$ cat src/rtl/lcd_cmd_ctrl.sv
// lcd_cmd_ctrl: UART command decoder that maintains the background/foreground
// colours, a highlight rectangle and a drawing mode, and produces the RGB565
// colour for the pixel currently addressed by the st7735 driver.
// Each packet is acknowledged with ACK_BYTE or rejected with NAK_BYTE.
module lcd_cmd_ctrl #(
    parameter int         TIMEOUT_CYCLES = 1200000,
    parameter logic [7:0] ACK_BYTE       = 8'h06,
    parameter logic [7:0] NAK_BYTE       = 8'h15
) (
    input  logic        clk,
    input  logic        reset,
    input  logic        rx_valid,
    input  logic [7:0]  rx_data,
    input  logic        tx_busy,
    output logic        tx_start,
    output logic [7:0]  tx_data,
    input  logic [7:0]  x,
    input  logic [6:0]  y,
    output logic [15:0] color,
    output logic        busy,
    output logic        err
);

    localparam int CW = $clog2(TIMEOUT_CYCLES + 1);

    typedef enum logic [1:0] {
        S_IDLE    = 2'd0,
        S_PAYLOAD = 2'd1,
        S_RESP    = 2'd2
    } state_t;

    // Index of the final payload byte for each opcode.
    function automatic logic [1:0] last_idx(input logic [2:0] op);
        case (op)
            3'd1, 3'd2: last_idx = 2'd1;
            3'd3:       last_idx = 2'd3;
            default:    last_idx = 2'd0;
        endcase
    endfunction

    state_t          r_state;
    state_t          w_state_nxt;
    logic [2:0]      r_op;
    logic [1:0]      r_idx;
    logic            r_commit;   // last payload byte captured, apply next cycle
    logic [CW-1:0]   r_cnt;
    logic [3:0][7:0] r_sh;
    logic [15:0]     r_bg, r_fg;
    logic [7:0]      r_x0, r_x1;
    logic [6:0]      r_y0, r_y1;
    logic [1:0]      r_mode;
    logic            r_ack;
    logic            r_tx_start;
    logic [7:0]      r_tx_data;
    logic            r_busy;
    logic            r_err;
    logic [15:0]     r_color;

    logic            w_op_ok;
    logic            w_cmd_ok;
    logic            w_timeout;
    logic            w_decide, w_decide_ack, w_apply, w_emit, w_drop;
    logic            w_in_rect;
    logic [15:0]     w_color;

    assign w_op_ok   = (rx_data >= 8'd1) && (rx_data <= 8'd4);
    assign w_cmd_ok  = (r_op != 3'd4) || (r_sh[0] <= 8'd2);
    // A byte arriving in the same cycle as the timeout wins.
    assign w_timeout = (r_state == S_PAYLOAD) && !r_commit && !rx_valid &&
                       (r_cnt == CW'(TIMEOUT_CYCLES));

    // State register.
    always_ff @(posedge clk) begin
        if (reset) begin
            r_state <= S_IDLE;
        end else begin
            r_state <= w_state_nxt;
        end
    end

    // Next-state decode.
    always_comb begin
        w_state_nxt = r_state;
        case (r_state)
            S_IDLE: begin
                if (rx_valid) begin
                    w_state_nxt = w_op_ok ? S_PAYLOAD : S_RESP;
                end else begin
                    w_state_nxt = S_IDLE;
                end
            end
            S_PAYLOAD: begin
                if (r_commit || w_timeout) begin
                    w_state_nxt = S_RESP;
                end else begin
                    w_state_nxt = S_PAYLOAD;
                end
            end
            S_RESP: begin
                if (!tx_busy) begin
                    w_state_nxt = S_IDLE;
                end else begin
                    w_state_nxt = S_RESP;
                end
            end
            default: w_state_nxt = S_IDLE;
        endcase
    end

    // Per-state control strobes: response decision, commit, emission, drops.
    always_comb begin
        w_decide     = 1'b0;
        w_decide_ack = 1'b0;
        w_apply      = 1'b0;
        w_emit       = 1'b0;
        w_drop       = 1'b0;
        case (r_state)
            S_IDLE: begin
                if (rx_valid && !w_op_ok) begin
                    w_decide = 1'b1;
                end else begin
                    w_decide = 1'b0;
                end
            end
            S_PAYLOAD: begin
                if (r_commit) begin
                    w_decide     = 1'b1;
                    w_decide_ack = w_cmd_ok;
                    w_apply      = w_cmd_ok;
                    w_drop       = rx_valid;
                end else if (w_timeout) begin
                    w_decide = 1'b1;
                end else begin
                    w_decide = 1'b0;
                end
            end
            S_RESP: begin
                w_emit = !tx_busy;
                w_drop = rx_valid;
            end
            default: begin
                w_decide = 1'b0;
            end
        endcase
    end

    // Packet collection: opcode, byte index, inter-byte counter and shadows.
    always_ff @(posedge clk) begin
        if (reset) begin
            r_op     <= 3'd0;
            r_idx    <= 2'd0;
            r_commit <= 1'b0;
            r_cnt    <= '0;
            r_sh     <= '0;
        end else begin
            case (r_state)
                S_IDLE: begin
                    r_commit <= 1'b0;
                    r_cnt    <= '0;
                    r_idx    <= 2'd0;
                    if (rx_valid && w_op_ok) begin
                        r_op <= rx_data[2:0];
                    end
                end
                S_PAYLOAD: begin
                    if (r_commit) begin
                        r_commit <= 1'b0;
                    end else if (rx_valid) begin
                        r_sh[r_idx] <= rx_data;
                        r_idx       <= r_idx + 2'd1;
                        r_cnt       <= '0;
                        if (r_idx == last_idx(r_op)) begin
                            r_commit <= 1'b1;
                        end
                    end else if (w_timeout) begin
                        r_sh  <= '0;
                        r_cnt <= '0;
                    end else begin
                        r_cnt <= r_cnt + CW'(1);
                    end
                end
                default: begin
                    r_commit <= 1'b0;
                end
            endcase
        end
    end

    // Live configuration, updated atomically from the shadows on commit.
    always_ff @(posedge clk) begin
        if (reset) begin
            r_bg   <= 16'h0000;
            r_fg   <= 16'hFFFF;
            r_x0   <= 8'd0;
            r_y0   <= 7'd0;
            r_x1   <= 8'd159;
            r_y1   <= 7'd127;
            r_mode <= 2'd0;
        end else if (w_apply) begin
            case (r_op)
                3'd1: r_bg <= {r_sh[0], r_sh[1]};
                3'd2: r_fg <= {r_sh[0], r_sh[1]};
                3'd3: begin
                    r_x0 <= r_sh[0];
                    r_y0 <= r_sh[1][6:0];
                    r_x1 <= r_sh[2];
                    r_y1 <= r_sh[3][6:0];
                end
                3'd4: r_mode <= r_sh[0][1:0];
                default: r_mode <= r_mode;
            endcase
        end
    end

    // Response byte, transmit strobe, busy and sticky error flag.
    always_ff @(posedge clk) begin
        if (reset) begin
            r_ack      <= 1'b0;
            r_tx_start <= 1'b0;
            r_tx_data  <= 8'h00;
            r_busy     <= 1'b0;
            r_err      <= 1'b0;
        end else begin
            r_tx_start <= w_emit;
            r_busy     <= (w_state_nxt != S_IDLE);
            if (w_emit) begin
                r_tx_data <= r_ack ? ACK_BYTE : NAK_BYTE;
            end
            if (w_decide) begin
                r_ack <= w_decide_ack;
            end
            if (w_decide && w_decide_ack) begin
                r_err <= 1'b0;
            end else if ((w_decide && !w_decide_ack) || w_drop) begin
                r_err <= 1'b1;
            end
        end
    end

    // Pixel colour selection from the live configuration.
    always_comb begin
        w_in_rect = (x >= r_x0) && (x <= r_x1) && (y >= r_y0) && (y <= r_y1);
        case (r_mode)
            2'd0:    w_color = r_bg;
            2'd1:    w_color = w_in_rect ? r_fg : r_bg;
            2'd2:    w_color = (x[3] ^ y[3]) ? r_fg : r_bg;
            default: w_color = r_bg;
        endcase
    end

    // Registered pixel colour, one cycle behind x/y.
    always_ff @(posedge clk) begin
        if (reset) begin
            r_color <= 16'h0000;
        end else begin
            r_color <= w_color;
        end
    end

    assign tx_start = r_tx_start;
    assign tx_data  = r_tx_data;
    assign busy     = r_busy;
    assign err      = r_err;
    assign color    = r_color;

endmodule

$ cat config.mk
export PLATFORM = sky130hd
export DESIGN_NAME = lcd_cmd_ctrl
export DESIGN_NICKNAME = d
export VERILOG_FILES = /design/src/rtl/lcd_cmd_ctrl.sv
export SDC_FILE = /design/constraint.sdc
export NUM_CORES = 1
export LEC_CHECK = 0
export CAP_MARGIN = 20
export CORE_ASPECT_RATIO = 1.25
export CORE_MARGIN = 2
export CORE_UTILIZATION = 45
export DETAILED_ROUTE_END_ITERATION = 10
export GPL_ROUTABILITY_DRIVEN = 0
export HOLD_SLACK_MARGIN = 0.1
export PLACE_DENSITY = 0.72
export SETUP_SLACK_MARGIN = 0.1
export SYNTH_ARGS = -nofsm -noshare
export SYNTH_HDL_FRONTEND = slang
export SYNTH_SLANG_ARGS = --single-unit
$ cat constraint.sdc
create_clock -name clk -period 3 [get_ports clk]
set_input_delay 0.45 -clock clk [delete_from_list [all_inputs] [get_ports clk]]
set_output_delay 0.45 -clock clk [all_outputs]
set_load 0.1 [all_outputs]
==> results.sh <==
export IMPL_core_um2=15600
export IMPL_r2r_cells=6
export IMPL_grt_pass1_vias=5978
export IMPL_wl_per_cell_um=15.4
export IMPL_p_leak_nw=3.20
export IMPL_relSlewSlack_pct=29.8
export IMPL_ant_nets=0
export IMPL_ir_drop_uv=333
export IMPL_synthFlopType="dfxtp_1"
export IMPL_cts_setup_buffers=0
export IMPL_htreeDepth=4
export IMPL_grt_pass1_wl_um=29000
export IMPL_yosysWarnings=0
export IMPL_die_area_um2=17000
export IMPL_clkLatencyLatePin_ns=0.43
export IMPL_syn_area_um2=7190
export IMPL_fin_nets=966
export IMPL_grt_max_degree=53
export IMPL_rr_startpoint="r_cnt[12]$_SDFFE_PP0P_"
export IMPL_synth_distinct_cells=53
export IMPL_pwr_share_comb_pct=6.8
export IMPL_cts_root_buf="clkbuf_16"
export IMPL_synth_area_leaders="dfxtp_1 (41%), ha_1 (7.3%), nand2_1 (6.5%)"
export IMPL_tns_ns=0
export IMPL_p_switching_mw=1.08
export IMPL_status="finished clean"
export IMPL_post_route_period_util_pct=74.5
export IMPL_grt_antenna_before_repair=0
export IMPL_io_buffers=49
export IMPL_area_growth_pct=18.1
export IMPL_r2r_slack_ns=0.76
export IMPL_worstPathCellList="nor4b_1, nand4_1, or4_4, a21oi_1, nor2_1, a22o_1"
export IMPL_cts_repair_resized=0
export IMPL_worst_pin_slew_ns=1.05
export IMPL_hpwl_um=11900
export IMPL_path_clk_slew_ns=0.06
export IMPL_p_per_area_nw_per_um2=544
export IMPL_first_iter_violations=437
export IMPL_cts_hold_buf=0
export IMPL_whs_endpoint="tx_data[2]$_SDFFE_PP0P_"
export IMPL_syn_avg_cell_area_um2=8.34
export IMPL_async_flop_share_pct=0
export IMPL_dp_cells=1090
export IMPL_reg2reg_to="r_sh[15]$_SDFFE_PP0P_"
export IMPL_synth_area_leader_cell="dfxtp_1"
export IMPL_num_rows=51
export IMPL_skew_ns=0.00717
export IMPL_cpPeakStageDelay_ns=0.59
export IMPL_die_w_um=117
export IMPL_fillCellCount=1449
export IMPL_hold_start="tx_data[2]$_SDFFE_PP0P_"
export IMPL_drive_above_1_share_pct=9.01
export IMPL_final_util_pct=54.3
export IMPL_cts_tree="yes"
export IMPL_die_h_um=145
export IMPL_fmax_mhz=447
export IMPL_netlist_instances=862
export IMPL_fin_cells=1122
export IMPL_dr_pass1_iters=5
export IMPL_grt_setup_unrepaired="no"
export IMPL_drv_cap=0
export IMPL_overflow=0
export IMPL_period_needed_ns=2.24
export IMPL_hold_depth=2
export IMPL_p_clk_share_pct=50.7
export IMPL_seqPwrFrac_pct=42.5
export IMPL_start_util_pct=46.0
export IMPL_worst_setup_path_start_kind="flop"
export IMPL_synth_edf_count=0
export IMPL_final_common_cell="dfxtp_1"
export IMPL_switching_share_pct=23.3
export IMPL_worst_path_max_delay_cell="or4_4"
export IMPL_ys_ff_latch=147
export IMPL_cp_data_arrival_time_ns=2.55
export IMPL_final_cell_mix="dfxtp_1 (147), nand2_1 (125), a21oi_1 (74), inv_1 (56), nor2_1 (51)"
export IMPL_ios=54
export IMPL_slew_viol_final=0
export IMPL_vias=6206
export IMPL_cts_buffers=17
export IMPL_critPathKind="flop to flop"
export IMPL_critical_path_max_fanout=8
export IMPL_track_usage_pct=21.2
export IMPL_p_int_mw=3.54
export IMPL_setup_violations_final=0
export IMPL_drc_errors=0
export IMPL_clkSinkCount=147
export IMPL_via_per_inst=5.53
export IMPL_clk_path_buf_depth=2
export IMPL_drt_total_wl_um=17300
export IMPL_synth_top_area_share_pct=40.9
export IMPL_final_hold_viol_count=0
export IMPL_seq_area_frac_synth_pct=40.9
export IMPL_required_ns=3.32
export IMPL_n_antenna_cell=0
export IMPL_hold_class="flop to flop"
export IMPL_crit_path_end_kind="flop"
-- final cells by class --
| class | count | area, um^2 | share of cell area (%) |
|---|---|---|---|
| clock buffer | 17 | 425 | 5.01 |
| clock inverter | 15 | 233 | 2.74 |
| inverter | 56 | 210 | 2.48 |
| multi-input combinational | 607 | 3820 | 45.1 |
| sequential | 147 | 2940 | 34.7 |
| tap | 212 | 265 | 3.13 |
| timing repair buffer | 68 | 583 | 6.87 |
-- registers in the layout (all words and copies together), names as in the netlist, 2 cells and up --
register	cells
r_idx	2
r_sh	31
r_x0	8
r_mode	2
r_bg	16
r_y0	7
r_x1	8
r_y1	7
color	16
r_state	2
r_op	3
tx_data	3
r_cnt	21
r_fg	16
-- cells in the mapped netlist, drive strengths merged (4+ instances only) --
cell    number
o21ai       25
dfxtp      147
xnor2        4
nor3         9
clkbuf      42
a21oi       74
inv         56
nand2b       8
a22o        23
ha          42
buf         13
a311oi      10
nor2b       28
a32o         8
and3        23
nand4       29
nand3       32
mux2i       38
nand2      125
a31oi        5
o211ai      29
nor2        52
-- worst max-delay path: cells and delay by family, from the launching register on --
| kind | cells | cell delay, ns |
|---|---|---|
| and+or+nand+nor | 4 | 1.35 |
| AOI/OAI and AO/OA | 2 | 0.44 |
| DFF | 1 | 0.35 |
-- power groups by stage --
stage / logic (mW) / clock network, mW / registers (mW)
2_1_floorplan: 0.175 / 0 / 2.04
3_5_place_dp: 0.314 / 0 / 2.00
5_1_grt: 0.340 / 2.47 / 1.96
3_3_place_gp: 0.311 / 0 / 2.00
6_report: 0.315 / 2.34 / 1.96
4_1_cts: 0.315 / 2.37 / 1.96
-- through the flow --
| step | hold slack (ns) | total power [mW] | setup slack [ns] | cell area, um^2 |
|---|---|---|---|---|
| after global routing | 0.462 | 4.77 | 0.584 | 8480 |
| final | 0.451 | 4.62 | 0.764 | 8480 |
| after detailed placement | 0.441 | 2.32 | 0.400 | 7830 |
| after floorplan | 0.432 | 2.21 | 0.616 | 7200 |
| after global placement | 0.437 | 2.32 | 0.424 | 7830 |
| after CTS | 0.455 | 4.65 | 0.755 | 8480 |
-- worst max path at each step --
stage	start	end	slack [ns]	cells after the start
2_1_floorplan	y[4]	color[10]$_SDFF_PP0_	0.62	9
3_3_place_gp	x[0]	color[12]$_SDFF_PP0_	0.42	10
3_5_place_dp	x[0]	color[14]$_SDFF_PP0_	0.40	10
4_1_cts	r_cnt[14]$_SDFFE_PP0P_	r_sh[15]$_SDFFE_PP0P_	0.75	6
5_1_grt	r_state[1]$_SDFF_PP0_	r_sh[15]$_SDFFE_PP0P_	0.58	8
6_report	r_cnt[12]$_SDFFE_PP0P_	r_sh[15]$_SDFFE_PP0P_	0.76	6
-- routing by layer --
metal  up-vias  share of wire [%]  global-route usage [%]
met5         -                  0                       0
met4         0                2.6                    9.24
met3        33                3.9                    4.64
met2       131                 48                    34.0
met1      2933                 45                    27.0
li1       3109                  -                       -
-- kinds of logic (layout without fill, tap and decap cells) --
kind of cell | Yosys count | count (layout) | synth area share, %
AO/OA/AOI/OAI | 193 | 193 | 17.8
adder cells (fa/ha/maj) | 42 | 42 | 7.31
XOR/XNOR | 7 | 7 | 0.853
flip-flops | 147 | 147 | 40.9
AND/OR/NAND/NOR | 323 | 323 | 21.6
multiplexers | 38 | 38 | 5.29
buffers and inverters | 111 | 156 | 6.13
other | 1 | 4 | 0.0522
Power figures use the tool's default switching activity.
==> RTL edit 1, RTL diff (same flow settings) <==
Encoding of `state_t`: now one-hot (3 bits for 3 states).
--- a/src/rtl/lcd_cmd_ctrl.sv
+++ b/src/rtl/lcd_cmd_ctrl.sv
@@ -23,10 +23,10 @@
 
     localparam int CW = $clog2(TIMEOUT_CYCLES + 1);
 
-    typedef enum logic [1:0] {
-        S_IDLE    = 2'd0,
-        S_PAYLOAD = 2'd1,
-        S_RESP    = 2'd2
+    typedef enum logic [2:0] {
+        S_IDLE    = 3'b001,
+        S_PAYLOAD = 3'b010,
+        S_RESP    = 3'b100
     } state_t;
 
     // Index of the final payload byte for each opcode.
Check against the original RTL: no difference found for any inputs over 4 cycles, from zero or initial values and one cycle with reset high; so few cycles prove little.
==> RTL edit 1 against the original RTL <==
Via count fell by 1.2%. Area after synthesis up 0.80%. Worst setup slack got worse by 0.065 ns. Power fell by 7.5%. Routed wire length is 2.7% lower. Final area is 0.28% lower. Sequential cell count increased by 1. Critical path depth is 2 higher. Critical path type unchanged. Critical endpoint is now r_cnt[17]. Largest cell class unchanged.
==> RTL edit 1: results (changes against the original RTL) <==
worst_setup_path:
  crit_slowest_cell: "o31ai_1"  # was or4_4
  crit_family: "compound AO/OA/AOI/OAI gates"  # was simple AND/OR/NAND/NOR gates
  r2r_cells: 8  # was 6
outcome:
  status: "completed"  # unchanged
layout:
  clock_buffers: 20  # was 17
  final_nets: 968  # was 966
  nonClkBufAreaFrac: 0.06951  # was 0.06872
  regArea_sq_um: 2963  # was 2943 sq um
  flops_and_latches: 148  # was 147
  multi_input_gates: 606  # was 607
  fillCellCount: 1497  # was 1,449
  drive_above_1_share: 0.09279  # was 0.09011
  multi_input_area_sq_um: 3865  # was 3825 sq um
power:
  p_leak_uw: 0.003328  # was 0.003199 uW
synth:
  yosys.cell_types.count: 54  # was 53
  netlist_instances: 863  # was 862
  synth_compound_area_frac: 0.1603  # was 0.1778
  synthTopCellsByArea: "dfxtp_1, ha_1, mux2i_1"  # was dfxtp_1, ha_1, nand2_1
  seq_area_frac_synth: 0.4090  # was 0.4095
grt:
  grt_max_degree: 59  # was 53
  grt_usage: 0.1990  # was 0.2117
timing:
  worst_slew_pin_slew_ns: 0.9795  # was 1.053 ns
detailed_routing:
  finalWirelength_mm: 16.83  # was 17.30 mm
  drtIter0Drc: 442  # was 437
placement:
  dpl.hpwl_mm: 11.82  # was 11.91 mm
-- RTL edit 1: cell types whose count changed after synthesis, moves of 8 or more --
cell      change
o211ai_1     -12
a32o_1        -8
a211o_1      +17
nand3_1       -8
nand2_1      -43
nor2_1       +43
a22o_1       -23
a22oi_1      +31
nand3b_1     +13
a21oi_1      -20
-- RTL edit 1: metal layers --
layer  track usage  up-vias  share of wire  routed length (microns)
li1              -     3087              -                        -
met1        0.2448     2893           0.45                     7561
met2        0.3418      116           0.49                     8272
met3       0.03252       35          0.035                      585
met4       0.08916        0          0.025                      413
met5             0        -              0                        0
-- RTL edit 1: stage by stage --
stage	util	setup WS, ns	hold slack [ns]	cell area [sq um]	total power (uW)
global route	0.5390	0.5161	0.4739	8461	4408
CTS	0.5390	0.7240	0.4525	8461	4301
detailed placement	0.5037	0.3644	0.4426	7906	2310
global placement	0.5037	0.3809	0.4373	7906	2309
floorplan	-	0.6165	0.4315	7256	2206
finish	0.5390	0.6988	0.4493	8461	4269
==> RTL edit 2, RTL diff (config.mk and constraints unchanged) <==
Without the edit above. Set the parameter `TIMEOUT_CYCLES` to 600000 (it was 1200000).
--- a/src/rtl/lcd_cmd_ctrl.sv
+++ b/src/rtl/lcd_cmd_ctrl.sv
@@ -3,7 +3,7 @@
 // colour for the pixel currently addressed by the st7735 driver.
 // Each packet is acknowledged with ACK_BYTE or rejected with NAK_BYTE.
 module lcd_cmd_ctrl #(
-    parameter int         TIMEOUT_CYCLES = 1200000,
+    parameter int         TIMEOUT_CYCLES = 600000,
     parameter logic [7:0] ACK_BYTE       = 8'h06,
     parameter logic [7:0] NAK_BYTE       = 8'h15
 ) (
Behaviour: same outputs for any inputs over 4 cycles, from zero or initial values and one cycle with reset high; that may be too few to reach the edited logic, so the function may still have changed.
==> RTL edit 2 against the original RTL <==
Clock skew up 0.0020 ns. Clock power is 8.5% lower. Routed wire length down 2.4%. Cell count shrank 0.53%. Worst setup slack lost 0.071 ns. Sequential cell count decreased by 1. Power is 4.7% lower. Core utilization shrank 0.41 points. Final area decreased by 1.2%. Global-route usage fell by 0.21 points. Area after synthesis decreased by 0.14%. Critical path type unchanged.
==> RTL edit 2: results (changes against the original RTL) <==
worst_setup_path:
  r2r-start: "r_state[1]"  # was r_cnt[12]
  cp_max_fo: 11  # was 8
  crit_arrival_ns: 2.61  # was 2.55 ns
  rrSetupSlack_ns: 0.69  # was 0.76 ns
grt:
  grt_max_degree: 58  # was 53
  first_global_vias: 5945  # was 5,978
  grt_usage: 0.2096  # was 0.2117
  grt_pass1_wl_mm: 28.30  # was 29.04 mm
detailed_routing:
  wire_per_inst_microns: 15.13  # was 15.42 microns
  via_count: 6101  # was 6,206
  drt_pass1_iterations: 6  # was 5
  drtIter0Drc: 361  # was 437
power:
  p_leak_uw: 0.003146  # was 0.003199 uW
  vdd_drop_max_mv: 0.3241  # was 0.3335 mV
layout:
  final_nets: 960  # was 966
  drive_above_1_share: 0.08628  # was 0.09011
  largest_registers: "r_sh: 31 flops, r_cnt: 20 flops"  # was r_sh: 31 flops, r_cnt: 21 flops
  fin_cells: 1116  # was 1,122
synth:
  seq_area_frac_synth: 0.4073  # was 0.4095
  netlist_instances: 858  # was 862
  synth_common_cells: "dfxtp_1, nand2_1, nor2_1, a21oi_1, inv_1"  # was dfxtp_1, nand2_1, a21oi_1, inv_1, nor2_1
  synthTopCellsByArea: "dfxtp_1, ha_1, a21oi_1"  # was dfxtp_1, ha_1, nand2_1
  yosys.cell_types.count: 52  # was 53
outcome:
  status: "completed"  # unchanged
timing:
  slew-limit-headroom: 0.3319  # was 0.2980
placement:
  io_buffer_count: 49  # unchanged
  placed_cell_area_sq_um: 7789  # was 7826 sq um
  dp.cells: 1084  # was 1,090
  dpl.hpwl_mm: 11.45  # was 11.91 mm
cts:
  cts-root-buf: "clkbuf_16"  # unchanged
  postCtsSetupBuffers: 0  # unchanged
RTL edit 2: cell types whose count changed after synthesis, sizes merged, moves of 9 or more:
cell and change:
a22oi +31, o211ai -12, nand2 -40, a311oi -9, a211o +27, mux2i -16, nor2 +33, a22o -23
RTL edit 2: metrics by stage:
step                setup slack (ns)  hold slack, ns
global placement              0.4461          0.4416
floorplan                     0.8241          0.4315
detailed placement            0.4037          0.4389
finish                        0.6933          0.4461
CTS                           0.6870          0.4486
global route                  0.4190          0.4768
RTL edit 2: layout make-up:
cell class / count / area, sq um
inverter: 56 / 210.2
timing repair buffer: 64 / 555.5
clock buffer: 22 / 464.2
clock inverter: 10 / 132.6
sequential: 146 / 2923
multi-input combinational: 606 / 3835
tap: 212 / 265.3
fill: 1488 / 7184
RTL edit 2: cells by family after synthesis:
family          count (synthesis)  synth area share
compound gates                195            0.1804
xor+xnor                       19           0.02319
fa+ha+maj                      42           0.07322
buf+inv                       109           0.06206
flops                         146            0.4073
mux                            22           0.03068
other cells                     1         0.0005225
simple gates                  324            0.2226
RTL edit 2: critical path, cell delays in order, from the launching register on:
cell and delay, ns:
dfxtp_1 0.32, inv_1 0.07, ha_1 0.25, nor2b_1 0.16
buf_4 0.17, nand2b_1 0.13, nor4_4 0.46, o21ai_1 0.33
a22oi_1 0.22, nor2_1 0.07
RTL edit 2: report_power, final:
group	switching, uW	internal (uW)	total [uW]
Combinational	206	102	308
Clock	797	1350	2140
Sequential	4.49	1950	1950
RTL edit 2: worst paths after layout:
path                                    to  cells past startpoint
worst max-delay path              r_sh[10]                      9
worst min-delay path            tx_data[2]                      2
worst max register to register    r_sh[10]                      9
worst min register to register  tx_data[2]                      2
RTL edit 2: routing by layer:
metal,up-vias,GRT usage,part of all wire
met1,2845,0.2673,0.45
met3,42,0.04595,0.048
met2,156,0.3332,0.48
met5,-,0,0
met4,0,0.09765,0.026
li1,3058,-,-
